## src/rtl/lsu_writeback.sv

```systemverilog
// Load/store and write-back stage: one memory operation at a time over a req/ack
// handshake, with store lane steering, load extraction and access/timeout errors.
module lsu_writeback #(
   parameter int unsigned MEM_TIMEOUT = 255
) (
   input  logic        clk,
   input  logic        reset_n,
   input  logic        op_valid,
   output logic        op_ready,
   input  logic        op_load,
   input  logic [2:0]  op_funct3,
   input  logic [31:0] op_addr,
   input  logic [31:0] op_wdata,
   input  logic [4:0]  op_rd,
   output logic        mem_req,
   output logic        mem_we,
   output logic [31:0] mem_addr,
   output logic [3:0]  mem_be,
   output logic [31:0] mem_wdata,
   input  logic        mem_ack,
   input  logic [31:0] mem_rdata,
   output logic [2:0]  rf_we,
   output logic [4:0]  rf_addr,
   output logic [31:0] rf_data,
   output logic        done,
   output logic        err_access,
   output logic        err_timeout
);

   typedef enum logic [1:0] {IDLE, REQ, WB} state_t;

   typedef struct packed {
      logic        op_ready;
      logic        mem_req;
      logic        mem_we;
      logic [31:0] mem_addr;
      logic [3:0]  mem_be;
      logic [31:0] mem_wdata;
      logic [2:0]  rf_we;
      logic [4:0]  rf_addr;
      logic [31:0] rf_data;
      logic        done;
      logic        err_access;
      logic        err_timeout;
   } out_t;

   localparam logic [7:0] TIMEOUT_LAST = 8'(MEM_TIMEOUT - 1);

   state_t      state_q, state_d;
   out_t        o_q, o_d;
   logic        ld_q, ld_d;
   logic [2:0]  f3_q, f3_d;
   logic [1:0]  a_q, a_d;
   logic [4:0]  rd_q, rd_d;
   logic [7:0]  cnt_q, cnt_d;

   logic        illegal;
   logic [3:0]  st_be;
   logic [31:0] st_wdata;
   logic [7:0]  ld_byte;
   logic [15:0] ld_half;
   logic [31:0] ld_value;

   // Decode of the incoming operation (only meaningful in IDLE).
   always_comb begin
      illegal = (op_funct3 == 3'b011) || (op_funct3[2:1] == 2'b11)
             || (op_funct3[2] && !op_load)
             || (op_funct3[1:0] == 2'b01 && op_addr[0])
             || (op_funct3 == 3'b010 && op_addr[1:0] != 2'b00);
      unique case (op_funct3[1:0])
         2'b00:   begin st_be = 4'b0001 << op_addr[1:0]; st_wdata = {4{op_wdata[7:0]}};  end
         2'b01:   begin st_be = op_addr[1] ? 4'b1100 : 4'b0011; st_wdata = {2{op_wdata[15:0]}}; end
         default: begin st_be = 4'b1111; st_wdata = op_wdata; end
      endcase
   end

   // Load alignment from the latched offset and width.
   always_comb begin
      ld_byte = mem_rdata[{a_q, 3'b000} +: 8];
      ld_half = mem_rdata[{a_q[1], 4'b0000} +: 16];
      unique case (f3_q)
         3'b000:  ld_value = {{24{ld_byte[7]}}, ld_byte};
         3'b100:  ld_value = {24'b0, ld_byte};
         3'b001:  ld_value = {{16{ld_half[15]}}, ld_half};
         3'b101:  ld_value = {16'b0, ld_half};
         default: ld_value = mem_rdata;
      endcase
   end

   always_comb begin
      // NOTE: every signal gets a default first so no path through the case infers a latch.
      state_d          = state_q;
      o_d              = o_q;
      o_d.done         = 1'b0;
      o_d.err_access   = 1'b0;
      o_d.err_timeout  = 1'b0;
      o_d.rf_we        = 3'b000;
      ld_d             = ld_q;
      f3_d             = f3_q;
      a_d              = a_q;
      rd_d             = rd_q;
      cnt_d            = cnt_q;

      unique case (state_q)
         IDLE: begin
            if (op_valid && o_q.op_ready) begin
               ld_d = op_load;
               f3_d = op_funct3;
               a_d  = op_addr[1:0];
               rd_d = op_rd;
               if (illegal) begin
                  o_d.err_access = 1'b1;
               end else begin
                  state_d         = REQ;
                  cnt_d           = 8'd0;
                  o_d.op_ready    = 1'b0;
                  o_d.mem_req     = 1'b1;
                  o_d.mem_we      = !op_load;
                  o_d.mem_addr    = {op_addr[31:2], 2'b00};
                  o_d.mem_be      = op_load ? 4'b1111 : st_be;
                  o_d.mem_wdata   = st_wdata;
               end
            end
         end
         REQ: begin
            if (mem_ack) begin
               o_d.mem_req = 1'b0;
               o_d.done    = 1'b1;
               if (ld_q) begin
                  state_d     = WB;
                  o_d.rf_we   = {2'b00, rd_q != 5'd0};
                  o_d.rf_addr = rd_q;
                  o_d.rf_data = ld_value;
               end else begin
                  state_d      = IDLE;
                  o_d.op_ready = 1'b1;
               end
            end else begin
               cnt_d = cnt_q + 8'd1;
               // Abort on the edge that would start cycle MEM_TIMEOUT+1 of the request.
               if (cnt_q == TIMEOUT_LAST) begin
                  state_d         = IDLE;
                  o_d.mem_req     = 1'b0;
                  o_d.err_timeout = 1'b1;
                  o_d.op_ready    = 1'b1;
               end
            end
         end
         WB: begin
            state_d      = IDLE;
            o_d.op_ready = 1'b1;
         end
         default: begin
            state_d      = IDLE;
            o_d.op_ready = 1'b1;
            o_d.mem_req  = 1'b0;
         end
      endcase
   end

   always_ff @(posedge clk or negedge reset_n) begin
      if (!reset_n) begin
         state_q     <= IDLE;
         o_q         <= '0;
         o_q.op_ready <= 1'b1;
         ld_q        <= 1'b0;
         f3_q        <= 3'b000;
         a_q         <= 2'b00;
         rd_q        <= 5'd0;
         cnt_q       <= 8'd0;
      end else begin
         // NOTE: non-blocking assignments so every register samples pre-edge values.
         state_q <= state_d;
         o_q     <= o_d;
         ld_q    <= ld_d;
         f3_q    <= f3_d;
         a_q     <= a_d;
         rd_q    <= rd_d;
         cnt_q   <= cnt_d;
      end
   end

   assign op_ready    = o_q.op_ready;
   assign mem_req     = o_q.mem_req;
   assign mem_we      = o_q.mem_we;
   assign mem_addr    = o_q.mem_addr;
   assign mem_be      = o_q.mem_be;
   assign mem_wdata   = o_q.mem_wdata;
   assign rf_we       = o_q.rf_we;
   assign rf_addr     = o_q.rf_addr;
   assign rf_data     = o_q.rf_data;
   assign done        = o_q.done;
   assign err_access  = o_q.err_access;
   assign err_timeout = o_q.err_timeout;

endmodule

```

## config.mk

```make
export PLATFORM = sky130hd
export DESIGN_NAME = lsu_writeback
export DESIGN_NICKNAME = d
export VERILOG_FILES = /design/src/rtl/lsu_writeback.sv
export SDC_FILE = /design/constraint.sdc
export NUM_CORES = 1
export LEC_CHECK = 0
export ABC_CLOCK_PERIOD_IN_PS = 2250
export CORE_MARGIN = 2
export CORE_UTILIZATION = 45
export CTS_CLUSTER_DIAMETER = 30
export DETAILED_ROUTE_END_ITERATION = 16
export PLACE_DENSITY = 0.81
export SYNTH_ARGS = -nofsm -noshare
export SYNTH_HDL_FRONTEND = slang
export SYNTH_SLANG_ARGS = --single-unit
```

## constraint.sdc

```tcl
create_clock -name clk -period 2.25 [get_ports clk]
set_input_delay 0.3375 -clock clk [delete_from_list [all_inputs] [get_ports clk]]
set_output_delay 0.3375 -clock clk [all_outputs]
set_load 0.01 [all_outputs]
```

==> results by group <==
Run status
  – Status: finished, final reports clean

Critical path
  – Buffers plus inverters on the worst setup path: 1
  – R2R Path End: rf_data[9]
  – Sequence of cells on the critical path: clkdlybuf4s50_1
  – R2R cell count: 5
  – CP Data Required Time: 1.91 ns
  – Critical path endpoint category: output pin
  – CP max-delay cell: dfstp_2
  – Crit path DAT: 1.51 ns
  – Flop2flop setup slack: 0.43 ns
  – CP Max Fanout: 4
  – Crit path max-delay family: flip-flops
  – FF-to-FF Start: state_q[1]
  – Startpoint types: flop
  – Biggest cell delay along the critical path: 0.55 ns
  – Crit path kind: reg -> out

Placement
  – DPL Wire Length: 12.47 mm
  – Dpl cells: 926
  – RD Place Congestion: 0.8879
  – PortBufs: ~220

Clock tree
  – Clk slew on worst S/H paths: 0.06 ns
  – Later-pin clock latency in the skew report: 0.42 ns
  – TritonCTS Buffers: 17
  – CTS Sinks: between 100 and 150
  – Root Buffer Master: clkbuf_16
  – H-tree levels: 4
  – CTS max path bufs: 2
  – Post-CTS Setup Inserts: 0
  – CTS tree: done

Power
  – Total power: 11.49 mW
  – Clk pwr share: 23.5%
  – Pleak: slightly below 4 nW
  – Cell area power density: around 1300 nW/um2
  – Total internal power: 7.845 mW
  – Logic pwr share: between 40 and 50%
  – Maximum ir drop on the vdd rail: 637.9 uV
  – Switching part of the total: 31.73%
  – Switching power: 3.646 mW
  – Seq pwr share: 36.0%

Layout
  – Layout fillers: 1020
  – Multi-input combinational cell area: 2594 um2
  – Area grow syn2layout: 49.87%
  – Layout Nets: 881
  – Antenna diode count: 0
  – Layout cells sized above 1: 13.79%
  – Register area: 3279 um2
  – Non-Filler Instances: around 960

Detailed routing
  – Wirelength per Cell: 17.86 um
  – Pre-Repair DR Iteration Count: 5
  – Routed Antenna Nets: 0
  – Drt drc: 0
  – Total Routed Length: between 15 and 20 mm
  – Via-to-Cell Ratio: 5.310
  – Via count: 5092
  – Initial detailed-routing violation count: 311

Global route
  – Total gr overflow: 0
  – First-pass GRT wire length: 27.24 mm
  – Vias in the first global route: 5360
  – Overall Global Routing Usage: about 25%
  – Initial antenna violation count: 0
  – Largest net degree at the start of global routing: 47

Die
  – Die height: 120.3 um
  – Die area: 14470 um2
  – Ports: 223
  – Starting Density: 45.97%
  – Die W: between 100 and 150 um
  – Core area: 13240 um2
  – Num rows: 42

Timing
  – Fin. Hold Viols: 0
  – RSZ-0062 raised after global routing: false
  – Pins Over Slew Limit: 0
  – Clock skew: 0.01549 ns
  – Min Clock Period, post-route: 1.844 ns
  – Final setup viols: 0
  – Maximum clock rate: ~540 MHz
  – Total negative setup slack: 0 ns
  – Tcrit/Tclk final: 81.96%
  – Worst-margin pin slew: just over 0.6 ns
  – Normalized max-slew margin: 59.19%

Worst hold path
  – Hold crit path type: in -> async

Logic synthesis
  – Netlist cell types: 49
  – Synth Register Bits: 131
  – Yosys warnings: 0
  – Ys flop type: dfrtp_1
  – Synthesized area: 6087 um2
  – Post-Syn Area per Cell: around 11 um2
  – Cells after synthesis: approximately 540
  – Ys async rst share: 100.0%
  – Number of synthesized flops with an enable pin: 0
  – Seq/Total Area, Yosys: 53.87%

Flow run
  – MaxCap Viol Count: 0
-- worst reg2reg max path, stage by stage (launching register included) --
cell and delay, ns:
dfrtp_1 0.40, nand4b_2 0.32, inv_1 0.20, nand2b_1 0.22, a21oi_2 0.40, a21oi_1 0.14
-- power groups by stage --
stage / clock, mW / sequential (mW) / combinational, mW
2_1_floorplan: 0 / 4.44 / 1.62
3_3_place_gp: 0 / 4.10 / 4.56
3_5_place_dp: 0 / 4.16 / 4.65
4_1_cts: 2.75 / 4.15 / 4.71
5_1_grt: 2.86 / 4.28 / 5.02
6_report: 2.70 / 4.14 / 4.66
-- area by class of cell --
cell class / instances / area share [%]
Sequential cell: 131 / 35.95
Clock inverter: 10 / 1.152
Tap cell: 176 / 2.414
Inverter: 9 / 0.3703
Timing Repair Buffer: 244 / 26.38
Multi-Input combinational cell: 367 / 28.43
Clock buffer: 22 / 5.308
-- worst max-delay path by stage --
stage,slack [ns],from,depth (start not counted),endpoint
2_1_floorplan,0.57,op_funct3[1],4,mem_wdata[10]
3_3_place_gp,0.08,op_funct3[0],6,mem_wdata[10]
3_5_place_dp,0.04,op_funct3[0],6,mem_wdata[25]
4_1_cts,0.38,op_ready,1,op_ready
5_1_grt,0.23,state_q[1],5,rf_data[9]
6_report,0.41,op_ready,1,op_ready
-- cell families (layout without fill, tap and decap cells) --
logic type      Yosys count  in the layout  share of synthesized area (%)
buf+inv                  44            285                          3.700
mux                     103            103                          18.99
flops                   131            131                          53.87
xor+xnor                  1              1                         0.1439
other cells               1              4                        0.06161
compound gates           69             69                          7.215
simple gates            188            188                          15.60
fa+ha+maj                 2              2                         0.4110
-- state kept, by name, indices dropped and copies added (netlist names) --
name / count
mem_wdata: 32
rf_data: 32
mem_addr: 30
cnt_q: 8
rd_q: 5
rf_addr: 5
mem_be: 4
f3_q: 3
a_q: 2
state_q: 2
done: 1
err_access: 1
err_timeout: 1
ld_q: 1
mem_req: 1
mem_we: 1
op_ready: 1
rf_we: 1
-- layout by cell type (no fill, tap or decap), types with 8 or more instances in the layout --
cell	count
clkdlybuf4s50_1	217
dfrtp_1	130
nand2_1	94
mux2_1	65
o21ai_0	29
mux2_2	25
nand3_1	24
buf_4	23
clkbuf_16	17
a21oi_1	14
nor2_1	13
nand2b_1	12
mux2i_1	12
nand3_2	10
inv_1	9
nand3b_1	9
nor3_1	8
-- per-stage QoR --
stage	instance area, um2	setup slack (ns)	hold WS [ns]	utilization (%)
after floorplan	6098	0.5746	0.04191	-
after global placement	8523	0.07982	0.2474	64.36
after detailed placement	8523	0.04205	0.2532	64.36
after CTS	9123	0.3791	0.3953	68.89
after global routing	9123	0.2339	0.4060	68.89
final	9123	0.4059	0.3897	68.89
-- timing repair --
item	CTS	global route
hold buffers	1	0
gates resized for setup	0	0
endpoints found under the hold margin	31	0
-- metal layers --
metal | global-route usage (%) | share of wire, % | up-vias
met2 | 40.55 | 49 | 254
met3 | 10.19 | 9.9 | 31
met4 | 10.17 | 2.2 | 0
li1 | - | - | 2343
met5 | 0 | 0 | -
met1 | 28.19 | 39 | 2464
-- Yosys cell counts (2+ instances only) --
library cell  count  share of area [%]
buf_2             6               0.49
mux2_1           65                 12
nand2b_1         12                1.2
nand3_1          24                2.0
nand2_1          94                5.8
o211ai_1          2               0.25
nor2_1           13               0.80
nand4_1           4               0.41
mux2i_1          12                2.0
o221a_2           6                1.1
clkbuf_1         14               0.86
and3_1            2               0.21
nor2b_1           2               0.21
dfrtp_1         130                 53
buf_4            11                1.4
o31ai_1           2               0.25
nand3b_1          9                1.1
nand3_2          10                1.6
a21oi_1          14                1.2
buf_1             3               0.18
nor3_1            8               0.66
o22ai_1           3               0.31
inv_1             9               0.55
ha_1              2               0.41
o21ai_0          29                2.4
a31oi_1           6               0.62
mux2_2           25                4.6
Power figures use the tool's default switching activity.
